===== config.mk =====
export PLATFORM = sky130hd
export DESIGN_NAME = ice_cmd_sequencer
export DESIGN_NICKNAME = d
export VERILOG_FILES = /design/src/rtl/ice_cmd_sequencer.sv
export SDC_FILE = /design/constraint.sdc
export NUM_CORES = 1
export LEC_CHECK = 0
export ABC_AREA = 0
export CAP_MARGIN = 40
export CELL_PAD_IN_SITES_DETAIL_PLACEMENT = 1
export CELL_PAD_IN_SITES_GLOBAL_PLACEMENT = 1
export CORE_ASPECT_RATIO = 1.4
export CORE_MARGIN = 4
export CORE_UTILIZATION = 26
export CTS_CLUSTER_DIAMETER = 200
export DETAILED_ROUTE_END_ITERATION = 8
export GPL_ROUTABILITY_DRIVEN = 0
export PLACE_DENSITY_LB_ADDON = 0.1
export SLEW_MARGIN = 30
export SYNTH_ARGS = -nofsm -noshare
export SYNTH_HDL_FRONTEND = slang
export SYNTH_SLANG_ARGS = --single-unit

===== constraint.sdc =====
create_clock -name clk -period 5.6 [get_ports clk]
set_input_delay 1.12 -clock clk [delete_from_list [all_inputs] [get_ports clk]]
set_output_delay 1.12 -clock clk [all_outputs]
set_load 0.05 [all_outputs]

===== src/rtl/ice_cmd_sequencer.sv =====
// ice_cmd_sequencer: buffers a command frame written byte by byte, sends it to
// a UART transmitter, counts the response bytes (with a receive timeout),
// holds an inter-frame gap, then pulses done and empties the buffer.
//
// Handshake wr_en/wr_ready: a byte is taken on any rising edge where wr_en and
// wr_ready are both high. In IDLE with the buffer full, wr_en drops the byte
// and sets the sticky overflow flag. Outside IDLE wr_en has no effect at all.
module ice_cmd_sequencer #(
    parameter int DEPTH      = 32,     // power of two, 2..256
    parameter int RX_TIMEOUT = 65535,  // >= 1
    parameter int GAP_CYCLES = 1000    // >= 1
) (
    input  logic        clk,
    input  logic        reset,
    input  logic        wr_en,
    input  logic [7:0]  wr_data,
    output logic        wr_ready,
    input  logic [15:0] exp_rx,
    input  logic        start,
    output logic [7:0]  tx_data,
    output logic        tx_latch,
    input  logic        tx_empty,
    input  logic [7:0]  rx_data,
    input  logic        rx_latch,
    output logic        busy,
    output logic        done,
    output logic        timeout,
    output logic        overflow,
    output logic [15:0] rx_count,
    output logic [7:0]  rx_first,
    output logic [2:0]  state_dbg
);

    localparam int PTR_W = (DEPTH > 1) ? $clog2(DEPTH) : 1;
    localparam int CNT_W = $clog2(DEPTH + 1);
    localparam int RXT_W = (RX_TIMEOUT > 1) ? $clog2(RX_TIMEOUT) : 1;
    localparam int GAP_W = (GAP_CYCLES > 1) ? $clog2(GAP_CYCLES) : 1;

    localparam logic [RXT_W-1:0] RX_LAST  = RXT_W'(RX_TIMEOUT - 1);
    localparam logic [GAP_W-1:0] GAP_LAST = GAP_W'(GAP_CYCLES - 1);
    localparam logic [CNT_W-1:0] FULL_CNT = CNT_W'(DEPTH);

    typedef enum logic [2:0] {
        IDLE    = 3'd0,
        TX_LOAD = 3'd1,
        TX_WAIT = 3'd2,
        RX_WAIT = 3'd3,
        GAP     = 3'd4,
        DONE    = 3'd5
    } state_t;

    state_t             state;
    logic [7:0]         mem [DEPTH];
    logic [PTR_W-1:0]   wr_ptr;
    logic [PTR_W-1:0]   rd_ptr;
    logic [CNT_W-1:0]   count;
    logic [CNT_W-1:0]   tx_left;
    logic [15:0]        exp_q;
    logic [RXT_W-1:0]   rx_timer;
    logic [GAP_W-1:0]   gap_timer;
    logic               tx_armed;
    logic               tx_empty_q;
    logic               rx_latch_q;
    logic [7:0]         tx_data_q;
    logic               tx_latch_q;
    logic               done_q;

    logic               full;
    logic               wr_accept;
    logic               tx_edge;
    logic               rx_edge;
    logic               rx_window;
    logic [15:0]        rx_count_nxt;

    assign full      = (count == FULL_CNT);
    assign wr_accept = (state == IDLE) && wr_en && !full;
    assign tx_edge   = tx_empty && !tx_empty_q;
    assign rx_edge   = rx_latch && !rx_latch_q;
    assign rx_window = (state == TX_WAIT) || (state == RX_WAIT);

    // Response byte count including an edge seen this cycle, saturating.
    always_comb begin
        rx_count_nxt = rx_count;
        if (rx_window && rx_edge && (rx_count != 16'hFFFF)) begin
            rx_count_nxt = rx_count + 16'd1;
        end
    end

    // Frame buffer storage; contents need no reset because count gates reads.
    always_ff @(posedge clk) begin
        if (!reset && wr_accept) begin
            mem[wr_ptr] <= wr_data;
        end
    end

    // Sequencer FSM with its pointers, timers, status flags and output registers.
    always_ff @(posedge clk) begin
        if (reset) begin
            state      <= IDLE;
            wr_ptr     <= '0;
            rd_ptr     <= '0;
            count      <= '0;
            tx_left    <= '0;
            exp_q      <= '0;
            rx_timer   <= '0;
            gap_timer  <= '0;
            tx_armed   <= 1'b0;
            tx_empty_q <= 1'b0;
            rx_latch_q <= 1'b0;
            tx_data_q  <= 8'h00;
            tx_latch_q <= 1'b0;
            done_q     <= 1'b0;
            timeout    <= 1'b0;
            overflow   <= 1'b0;
            rx_count   <= '0;
            rx_first   <= 8'h00;
        end else begin
            tx_latch_q <= 1'b0;
            done_q     <= 1'b0;
            tx_empty_q <= tx_empty;
            rx_latch_q <= rx_latch;

            if (rx_window) begin
                rx_count <= rx_count_nxt;
                if (rx_edge && (rx_count == 16'd0)) begin
                    rx_first <= rx_data;
                end
            end

            case (state)
                IDLE: begin
                    if (wr_accept) begin
                        wr_ptr <= wr_ptr + PTR_W'(1);
                        count  <= count + CNT_W'(1);
                    end else if (wr_en && full) begin
                        overflow <= 1'b1;
                    end
                    if (start && (count != '0)) begin
                        exp_q    <= exp_rx;
                        rx_count <= '0;
                        rx_first <= 8'h00;
                        timeout  <= 1'b0;
                        rx_timer <= '0;
                        tx_left  <= count + CNT_W'(wr_accept);
                        state    <= TX_LOAD;
                    end
                end
                TX_LOAD: begin
                    tx_data_q  <= mem[rd_ptr];
                    tx_latch_q <= 1'b1;
                    rd_ptr     <= rd_ptr + PTR_W'(1);
                    tx_left    <= tx_left - CNT_W'(1);
                    tx_armed   <= 1'b0;
                    state      <= TX_WAIT;
                end
                TX_WAIT: begin
                    // The cycle of the load strobe is skipped so a stale idle
                    // flag from the UART cannot be taken as completion.
                    if (!tx_armed) begin
                        tx_armed <= 1'b1;
                    end else if (tx_edge) begin
                        if (tx_left != '0) begin
                            state <= TX_LOAD;
                        end else if (exp_q == 16'd0) begin
                            gap_timer <= '0;
                            state     <= GAP;
                        end else begin
                            rx_timer <= '0;
                            state    <= RX_WAIT;
                        end
                    end
                end
                RX_WAIT: begin
                    // Completion is checked first so a final byte arriving on
                    // the expiry cycle still counts as a good response.
                    if (rx_count_nxt >= exp_q) begin
                        gap_timer <= '0;
                        state     <= GAP;
                    end else if (rx_timer == RX_LAST) begin
                        timeout   <= 1'b1;
                        gap_timer <= '0;
                        state     <= GAP;
                    end else begin
                        rx_timer <= rx_timer + RXT_W'(1);
                    end
                end
                GAP: begin
                    if (gap_timer == GAP_LAST) begin
                        state <= DONE;
                    end else begin
                        gap_timer <= gap_timer + GAP_W'(1);
                    end
                end
                DONE: begin
                    done_q <= 1'b1;
                    wr_ptr <= '0;
                    rd_ptr <= '0;
                    count  <= '0;
                    state  <= IDLE;
                end
                default: begin
                    state <= IDLE;
                end
            endcase
        end
    end

    // Outputs are forced quiet while reset is held, even mid-frame.
    assign wr_ready  = !reset && (state == IDLE) && !full;
    assign busy      = !reset && (state != IDLE);
    assign tx_latch  = tx_latch_q && !reset;
    assign tx_data   = reset ? 8'h00 : tx_data_q;
    assign done      = done_q && !reset;
    assign state_dbg = state;

endmodule


==> flow_summary_export.csv, run 1 <==
group,metric,value,unit
floorplan,core,58600,um2
detailed_routing,wl_per_cell,22.4,um
cells_and_area,area_delta_synth_final,21.5,%
cells_and_area,final_cells,1971,
yosys,synth-seq-area-share,0.638,
cts,cts_tree,"yes",
critical_path,critPathMaxFanout,15,
global_routing,grt_pass1_wl,66900,um
cells_and_area,drive_gt1_frac,0.179,
sta,hold_ws,484,ps
pwr,p_total,0.00732,W
floorplan,die_h,296,um
detailed_routing,vias_per_cell,4.73,
outcome,status,"complete, no violations",
pwr,total_leakage_power,5.88,nW
cts,post_cts_buffers,0,
global_routing,overflow,0,
critical_path,end_kind,"flip-flop",
yosys,yosysMostFrequentCell,"edfxtp_1",
yosys,synthSimpleGateAreaFrac,0.107,
yosys,synth_ff_type,"edfxtp_1",
floorplan,start_util,0.262,
yosys,async_flop_share,0,
global_routing,grt_pass1_vias,10200,
yosys,yosysUniqueCellTypes,66,
cts,clockRootBuffer,"clkbuf_16",
yosys,ys_seq_elements,362,
yosys,synth_edf_count,256,
cts,cts_max_level,2,
sta,layout_min_cycle_time,4620,ps
hold_path,min_to,"gap_timer[8]$_SDFFE_PP0P_",
hold_path,min_path_type,"reg2reg",
placement,dp_worst_setup_slack,346,ps
detailed_routing,routed_wl,44200,um
yosys,synth_top_area_cell,"edfxtp_1",
detailed_routing,drc,0,
sta,drv_slew,0,
critical_path,worstPathCellList,"clkdlybuf4s50_1 > and4bb_2 > o41ai_2 > nor3_1 > nor3b_1 > xor2_1 > ha_1 > and4_1 > o311ai_0 > o31ai_1 > o31ai_4 > or4_1 > a21oi_1",
critical_path,crit_family,"simple AND/OR/NAND/NOR gates",
yosys,synthAdderAreaFrac,0.0252,
floorplan,die_w,213,um
floorplan,fp.dieArea,63100,um2
detailed_routing,drt-initial-drc-count,497,
placement,hpwl,30500,um
global_routing,grt_max_degree,38,
critical_path,ff2ff_setup_slack,1150,ps
sta,rsz0062_at_grt,"false",
yosys,synthDominantCellAreaShare,0.500,
pwr,vdd_ir_drop_max,0.000195,V
sta,setup_viol_count_final,0,
sta,max_freq,217,MHz
cts,cts_hold_buffers,0,
global_routing,grt_use_total,0.141,
sta,hold_violations,0,
placement,dp_cells,1891,
critical_path,worstReg2RegEnd,"gap_timer[9]$_SDFFE_PP0P_",
floorplan,io_pins,79,
pwr,power.density,392,nW/um2
cts,clock_sinks,362,
placement,portBuffers,78,
critical_path,max_stage_delay,640,ps
yosys,synthTopCellsByArea,"edfxtp_1 50%, dfxtp_1 14%, mux4_2 12%",
detailed_routing,drtAntennaViolNets,0,
yosys,synth_top_family_by_area,"multiplexers",
critical_path,critPathBufInv,1,
sta,min_period_over_period,0.825,
cells_and_area,n_antenna_cell,0,
yosys,ys_warn_count,0,
hold_path,hold_depth,2,
yosys,synth_xor_area_frac,0.0182,
critical_path,worstSetupPathType,"in2reg",
yosys,netlist_instances,1072,
detailed_routing,dr.pass1.iters,4,
critical_path,r2r_start,"rx_count[7]$_SDFF_PP0_",
cts,clk_pin_slew_worst_paths,60,ps
cts,cts-buffers-inserted,42,
detailed_routing,vias,9323,
run,maxCapViolations,0,
global_routing,antenna_found_initial,0,
cells_and_area,nNetsFinal,1264,
sta,tightest_slew,802,ps
yosys,synth_fp_nets,1141,
sta,setup_ws,982,ps
hold_path,hold_start,"gap_timer[8]$_SDFFE_PP0P_",
critical_path,crit_start,"rx_latch",
critical_path,r2r_cells,12,
yosys,synth_area,15400,um2
yosys,synth_compound_area_frac,0.0597,
critical_path,critPathSlowestCell,"o31ai_1",
critical_path,crit_required,6090,ps
sta,slew_headroom,0.464,
sta,tns,0,ps
sta,final.setup_skew,24.4,ps
yosys,synth_mux_area_frac,0.130,
critical_path,worstPathArrival,5110,ps
critical_path,startpoint_type,"input pin",
yosys,syn_area_per_cell,14.3,um2
yosys,synthTopCellsByCount,"256 x edfxtp_1, 106 x dfxtp_1, 100 x nor2_1",
floorplan,rows,105,
cts,cts_buffer_depth,3,
cts,cts_resized,0,
cts,clock_latency,570,ps
[power by group]
part	switching, W	internal, W
Combinational	0.000953	0.000608
Sequential	0.000112	0.00298
Clock	0.00113	0.00153
Total	0.00220	0.00512
[cells in the final DEF, fill, tap and decap left out, types with 4 or more instances in the layout]
cell,Yosys,routed
xor2_1,20,20
mux4_2,80,80
clkinv_2,0,5
ha_1,31,31
or3_1,5,5
a31oi_1,11,11
clkdlybuf4s50_1,0,76
nor4_1,9,8
nand3b_1,5,5
clkbuf_16,0,42
a21oi_1,41,41
nor3_1,24,23
and3_1,5,5
nand2_1,72,72
buf_4,2,46
dfxtp_1,106,104
nand4_1,17,17
clkinv_1,0,9
and4_1,4,4
a211oi_1,15,15
o31ai_1,8,8
nor3b_1,4,4
or4_1,6,6
edfxtp_1,256,256
inv_1,31,31
nand3_1,18,18
mux2i_1,18,18
nor2b_1,32,32
clkbuf_1,37,5
clkbuf_4,0,6
nor2_1,100,96
o21ai_0,23,23
xnor2_1,12,12
nand2b_1,8,7
or2_2,5,5
a311oi_1,8,8
[worst reg2reg max path, cell delays in order (launching register included)]
cell and delay [ps]:
dfxtp_1 520, nand4_1 330, o41ai_2 630, nor3_1 190, and4_1 250, xor2_1 160, ha_1 310, and4_1 220
o311ai_0 140, o31ai_1 640, o31ai_4 260, or4_1 570, a21oi_1 150
[sequential cells by signal, indices dropped and copies added (netlist names)]
name	flops
rd_ptr	5
rx_first	8
mem	256
tx_latch_q	1
timeout	1
wr_ptr	5
rx_count	16
tx_left	6
tx_data_q	8
overflow	1
gap_timer	10
rx_latch_q	1
state_dbg	3
done_q	1
exp_q	16
tx_armed	1
tx_empty_q	1
rx_timer	16
count	6
[cell families (layout without fill, tap and decap cells)]
| logic type | count (synthesis) | in the layout |
|---|---|---|
| AND/OR/NAND/NOR | 327 | 327 |
| XOR/XNOR | 32 | 32 |
| AO/OA/AOI/OAI | 135 | 135 |
| adder cells (fa/ha/maj) | 31 | 31 |
| flip-flops | 362 | 362 |
| multiplexers | 99 | 99 |
| buffers and inverters | 86 | 236 |
[metal layers]
| layer | wire [um] | share of wire | vias up | track usage |
|---|---|---|---|---|
| li1 | - | - | 4359 | - |
| met1 | 17600 | 0.40 | 4776 | 0.163 |
| met2 | 23700 | 0.54 | 136 | 0.264 |
| met3 | 1610 | 0.036 | 52 | 0.0253 |
| met4 | 1280 | 0.029 | 0 | 0.0447 |
| met5 | 0 | 0 | - | 0 |
[through the flow]
| step | util | area [um2] |
|---|---|---|
| 2_1_floorplan | - | 15400 |
| 3_3_place_gp | 0.292 | 17100 |
| 3_5_place_dp | 0.295 | 17300 |
| 4_1_cts | 0.318 | 18600 |
| 5_1_grt | 0.319 | 18700 |
| 6_report | 0.319 | 18700 |
[how the worst max path moves through the flow]
stage,endpoint,slack (ps),depth (start not counted)
after global routing,gap_timer[8]$_SDFFE_PP0P_,660,13
after detailed placement,gap_timer[6]$_SDFFE_PP0P_,350,13
final,gap_timer[9]$_SDFFE_PP0P_,980,13
after floorplan,gap_timer[1]$_SDFFE_PP0P_,1420,13
after global placement,gap_timer[4]$_SDFFE_PP0P_,300,14
after CTS,gap_timer[6]$_SDFFE_PP0P_,930,13
[area by class of cell]
type,count,area [um2]
clock buffer,48,1080
sequential,362,9810
clock inverter,23,230
tap,749,937
fill,6217,39900
multi-input combinational,624,5260
inverter,31,116
timing repair buffer,134,1230
(Power assumes the default switching activity.)
==> run 2: changes to the inputs <==
==> constraint.sdc (replaced) <==
create_clock -name clk -period 4.08 [get_ports clk]
set_input_delay 0.816 -clock clk [delete_from_list [all_inputs] [get_ports clk]]
set_output_delay 0.816 -clock clk [all_outputs]
set_load 0.05 [all_outputs]
==> run 2 against run 1 <==
  * Register-to-register slack worse by 930 ps
  * Global-route usage is 0.10 points higher
  * Combinational power is 53% higher
  * Critical path depth is 3 higher
  * Cell count is 3.1% higher
  * Core utilization is 1.0 points higher
==> flow_summary_export.csv, run 2 (same netlist as run 1, synthesis figures left out) <==
group,metric,value,unit
outcome,status,"complete, no violations",
critical_path,end_kind,"flip-flop",
global_routing,grt_max_degree,36,
detailed_routing,vias_per_cell,4.73,
sta,max_freq,250,MHz
cells_and_area,regMostFlops,"mem",
detailed_routing,routed_wl,45200,um
detailed_routing,drt-initial-drc-count,550,
cts,clock_sinks,362,
sta,final.setup_skew,30.6,ps
placement,hpwl,31300,um
critical_path,max_stage_delay,510,ps
placement,dpl-instance-area,17700,um2
cells_and_area,final_common_cell,"edfxtp_1",
pwr,pwr-share-clk,0.347,
placement,dp_cells,1954,
placement,portBuffers,78,
pwr,power.switching,0.00308,W
floorplan,start_util,0.262,
critical_path,worstPathArrival,4490,ps
critical_path,worstPathCellList,"clkdlybuf4s50_1 > and4bb_2 > o41ai_4 > nor3_1 > buf_4 > buf_4 > and4_4 > xor2_2 > ha_1 > and4_4 > o311ai_2 > o31ai_4 > o31ai_4 > clkbuf_16 > or4_1 > a21oi_1",
cts,cts_max_level,2,
pwr,power.density,528,nW/um2
global_routing,antenna_found_initial,0,
cells_and_area,multi_input_area,5390,um2
floorplan,fp.dieArea,63100,um2
detailed_routing,drc,0,
cells_and_area,final_cells,2033,
cells_and_area,ff_latch_area,9820,um2
floorplan,core,58600,um2
detailed_routing,wl_per_cell,22.3,um
critical_path,worstSetupPathType,"in2reg",
sta,min_period_over_period,0.982,
critical_path,critPathSlowestCell,"or4_1",
critical_path,startpoint_type,"input pin",
cells_and_area,nNetsFinal,1324,
pwr,p_total,0.0102,W
cts,cts-buffers-inserted,40,
pwr,p_int,0.00708,W
sta,slew_headroom,0.442,
global_routing,grt_pass1_vias,10500,
global_routing,grt_use_total,0.142,
hold_path,hold_depth,2,
pwr,vdd_ir_drop_max,0.000252,V
cells_and_area,drive_gt1_frac,0.233,
run,maxCapViolations,0,
floorplan,rows,105,
floorplan,die_h,296,um
cts,cts_tree,"yes",
detailed_routing,dr.pass1.iters,4,
cells_and_area,largest_reg_flops,256,
detailed_routing,drtAntennaViolNets,0,
critical_path,r2r_cells,16,
hold_path,min_path_type,"reg2reg",
pwr,switching_share,0.303,
pwr,combPwrFrac,0.235,
cells_and_area,fill_cells,6171,
cts,cts_buffer_depth,3,
sta,hold_ws,484,ps
cells_and_area,final_cell_mix,"256 x edfxtp_1, 111 x buf_4, 101 x dfxtp_1, 99 x nor2_1, 80 x mux4_2",
pwr,p_seq_frac,0.418,
pwr,total_leakage_power,6.20,nW
sta,tightest_slew,831,ps
cts,cts_hold_buffers,0,
cells_and_area,post-route-cell-area,19300,um2
sta,hold_violations,0,
cts,clock_latency,580,ps
global_routing,overflow,0,
critical_path,critPathMaxFanout,8,
cts,clk_pin_slew_worst_paths,60,ps
cells_and_area,n_antenna_cell,0,
sta,layout_min_cycle_time,4010,ps
cts,clockRootBuffer,"clkbuf_16",
cells_and_area,area_delta_synth_final,25.3,%
global_routing,grt_pass1_wl,67100,um
critical_path,crit_required,4560,ps
sta,drv_slew,0,
detailed_routing,vias,9623,
floorplan,die_w,213,um
sta,setup_viol_count_final,0,
floorplan,io_pins,79,
run 2: final cells by class:
class	count	area share
clock buffers	58	0.0581
clock inverters	13	0.00786
inverters	31	0.00604
multi-input cells	624	0.280
flip-flops and latches	362	0.510
well taps	749	0.0487
repair buffers	196	0.0897
run 2: power groups by stage:
stage	clock [W]	sequential, W	combinational [W]
final	0.00352	0.00425	0.00239
after CTS	0.00368	0.00426	0.00232
after detailed placement	0	0.00434	0.00231
after floorplan	0	0.00432	0.00135
after global routing	0.00383	0.00428	0.00262
after global placement	0	0.00433	0.00229
run 2: stage by stage:
| step | setup WS (ps) | setup TNS (ps) | utilization |
|---|---|---|---|
| after floorplan | 3.92 | 0 | - |
| after global placement | -481 | -9350 | 0.303 |
| after detailed placement | -578 | -12130 | 0.303 |
| after global routing | -40.8 | -126 | 0.329 |
| final | 74.8 | 0 | 0.329 |
| after CTS | 1.63 | 0 | 0.324 |
run 2: metal layers:
metal	wire [um]	track usage	part of all wire
met1	17600	0.158	0.39
met2	24700	0.275	0.55
met5	0	0	0
met4	1370	0.0429	0.030
met3	1590	0.0235	0.035
run 2: what timing repair did:
action	CTS	global route
gates resized for setup	0	28
setup endpoints to repair	0	24
buffers inserted	0	5
run 2: path summary, 6_finish.rpt:
| kind | slack [ps] | endpoint | start |
|---|---|---|---|
| min reg2reg | 480 | exp_q[4]$_SDFFE_PP0P_ | exp_q[4]$_SDFFE_PP0P_ |
| min | 480 | exp_q[4]$_SDFFE_PP0P_ | exp_q[4]$_SDFFE_PP0P_ |
| max reg2reg | 220 | gap_timer[8]$_SDFFE_PP0P_ | rx_count[5]$_SDFF_PP0_ |
| max | 70 | gap_timer[8]$_SDFFE_PP0P_ | rx_latch |
run 2: worst max-delay path: cells and delay by family:
| kind | cells | cell delay (ps) |
|---|---|---|
| fa+ha+maj | 1 | 300 |
| xor+xnor | 1 | 70 |
| compound gates | 5 | 890 |
| buf+inv | 4 | 910 |
| simple gates | 5 | 1500 |
==> run 3: changes to the inputs <==
--- a/config.mk
+++ b/config.mk
@@ -7,9 +7,8 @@
 export LEC_CHECK = 0
 export ABC_AREA = 0
 export CAP_MARGIN = 40
-export CELL_PAD_IN_SITES_DETAIL_PLACEMENT = 1
+export CELL_PAD_IN_SITES_DETAIL_PLACEMENT = 0
 export CELL_PAD_IN_SITES_GLOBAL_PLACEMENT = 1
-export CORE_ASPECT_RATIO = 1.4
 export CORE_MARGIN = 4
 export CORE_UTILIZATION = 26
 export CTS_CLUSTER_DIAMETER = 200
==> run 3 against run 2 <==
  * Clock skew shrank 4.8 ps
  * Die area is essentially flat
  * Cell count grew 0.15%
  * Critical path depth shrank 1
  * Highest routed layer unchanged
  * Largest power group unchanged
  * Sequential cell count is the same
  * Critical path type unchanged
  * Sequential share of layout area grew 0.48 points
==> flow_summary_export.csv, run 3 (same netlist as run 1, synthesis figures left out) <==
group,metric,value,unit
outcome,status,"complete, no violations",
cts,clock_latency,580,ps
hold_path,hold_start,"exp_q[5]$_SDFFE_PP0P_",
cells_and_area,n_antenna_cell,0,
placement,hpwl,27700,um
sta,min_period_over_period,0.948,
critical_path,max_stage_delay,520,ps
sta,drv_slew,0,
floorplan,start_util,0.264,
cts,cts_tree,"yes",
global_routing,grt_use_total,0.132,
pwr,vdd_ir_drop_max,0.000319,V
cells_and_area,largest_reg_flops,256,
run,maxCapViolations,0,
critical_path,worstPathArrival,4350,ps
detailed_routing,vias,9424,
critical_path,r2r_cells,16,
cts,cts_hold_buffers,0,
global_routing,grt_pass1_vias,9756,
critical_path,worstPathCellList,"clkdlybuf4s50_1 > and4bb_2 > o41ai_4 > or2_4 > nor3_1 > xor2_1 > ha_1 > and4_4 > o311ai_0 > o31ai_1 > buf_4 > o31ai_2 > buf_6 > or4b_1 > a21oi_1",
cts,clock_sinks,362,
cts,cts_buffer_depth,3,
sta,layout_min_cycle_time,3870,ps
critical_path,end_kind,"flip-flop",
placement,portBuffers,78,
sta,final.setup_skew,25.8,ps
sta,tightest_slew,661,ps
pwr,p_total,0.0102,W
detailed_routing,routed_wl,41800,um
critical_path,worstSetupPathType,"in2reg",
floorplan,die_h,251,um
sta,max_freq,258,MHz
detailed_routing,wl_per_cell,20.5,um
critical_path,ff2ff_setup_slack,260,ps
cells_and_area,area_delta_synth_final,24.2,%
floorplan,rows,88,
sta,tns,0,ps
detailed_routing,vias_per_cell,4.63,
cells_and_area,nNetsFinal,1306,
critical_path,worstReg2RegEnd,"gap_timer[1]$_SDFFE_PP0P_",
global_routing,overflow,0,
global_routing,grt_max_degree,54,
critical_path,crit_required,4560,ps
cells_and_area,drive_gt1_frac,0.212,
cells_and_area,final_common_cell,"edfxtp_1",
sta,setup_viol_count_final,0,
critical_path,startpoint_type,"input pin",
sta,hold_violations,0,
cts,clk_pin_slew_worst_paths,60,ps
detailed_routing,drc,0,
pwr,power.density,535,nW/um2
hold_path,hold_depth,2,
sta,rsz0062_at_grt,"false",
pwr,total_leakage_power,6.13,nW
floorplan,die_w,251,um
cells_and_area,final_cell_mix,"256 x edfxtp_1, 100 x nor2_1, 98 x dfxtp_1, 90 x buf_4, 80 x mux4_2",
floorplan,io_pins,79,
critical_path,critPathMaxFanout,18,
critical_path,critPathSlowestCell,"or4b_1",
global_routing,grt_pass1_wl,63900,um
cts,cts_max_level,2,
cells_and_area,fill_cells,5795,
cells_and_area,regMostFlops,"mem",
cts,cts-buffers-inserted,43,
detailed_routing,drt-initial-drc-count,513,
sta,slew_headroom,0.556,
detailed_routing,dr.pass1.iters,5,
floorplan,fp.dieArea,63100,um2
critical_path,r2r_start,"rx_count[0]$_SDFF_PP0_",
hold_path,min_to,"exp_q[5]$_SDFFE_PP0P_",
cts,clockRootBuffer,"clkbuf_16",
hold_path,min_path_type,"reg2reg",
detailed_routing,drtAntennaViolNets,0,
cells_and_area,final_util,0.328,
sta,hold_ws,477,ps
global_routing,antenna_found_initial,0,
floorplan,core,58100,um2
[run 3: changes by cell type in the layout (fill, tap and decap cells not counted), sizes merged]
cell / change
buf: -20
clkinv: +4
clkinvlp: -2
bufinv: +2
inv: +3
[run 3: metal layers]
metal	track usage	vias up	wire length, um
li1	-	4453	-
met1	0.182	4780	19500
met2	0.220	139	20100
met3	0.0204	52	1370
met4	0.0346	0	808
met5	0	-	0
[run 3: stage by stage]
| step | instances | area, um2 | worst slack [ps] |
|---|---|---|---|
| CTS | 2032 | 19000 | 96.8 |
| detailed placement | 1953 | 17600 | -497 |
| global route | 2036 | 19100 | 22.1 |
| global placement | 1952 | 17600 | -382 |
| floorplan | 1072 | 15400 | 3.92 |
| finish | 2036 | 19100 | 211 |
[run 3: repair_timing]
| action | 4_1_cts | 5_1_grt |
|---|---|---|
| setup buffers | 0 | 3 |
| resized for setup | 0 | 16 |
| setup endpoints to repair | 0 | 20 |
[run 3: where the power goes]
group | switching [W] | internal [W] | total, W
Sequential | 0.000172 | 0.00409 | 0.00426
Combinational | 0.00129 | 0.000906 | 0.00220
Clock | 0.00156 | 0.00220 | 0.00376
[run 3: final cells by class]
cell class | instances | area [um2] | share of cell area
sequential | 362 | 9830 | 0.515
multi-input combinational | 624 | 5290 | 0.277
timing repair buffer | 175 | 1540 | 0.0804
clock buffer | 59 | 1170 | 0.0611
tap | 765 | 957 | 0.0501
clock inverter | 20 | 196 | 0.0103
inverter | 31 | 116 | 0.00610
[run 3: worst max-delay path: cells and delay by family]
family	cells	cell delay, ps
adder cells (fa/ha/maj)	1	320
XOR/XNOR	1	130
buffers and inverters	3	810
AND/OR/NAND/NOR	5	1540
AO/OA/AOI/OAI	5	740
[run 3: worst max-delay path by stage]
stage,startpoint,end,slack [ps]
2_1_floorplan,rx_count[6]$_SDFF_PP0_,gap_timer[1]$_SDFFE_PP0P_,4
3_3_place_gp,rx_latch,gap_timer[1]$_SDFFE_PP0P_,-380
3_5_place_dp,rx_latch,gap_timer[1]$_SDFFE_PP0P_,-500
4_1_cts,rx_count[10]$_SDFF_PP0_,gap_timer[1]$_SDFFE_PP0P_,100
5_1_grt,rx_count[0]$_SDFF_PP0_,gap_timer[4]$_SDFFE_PP0P_,20
6_report,rx_latch,gap_timer[1]$_SDFFE_PP0P_,210
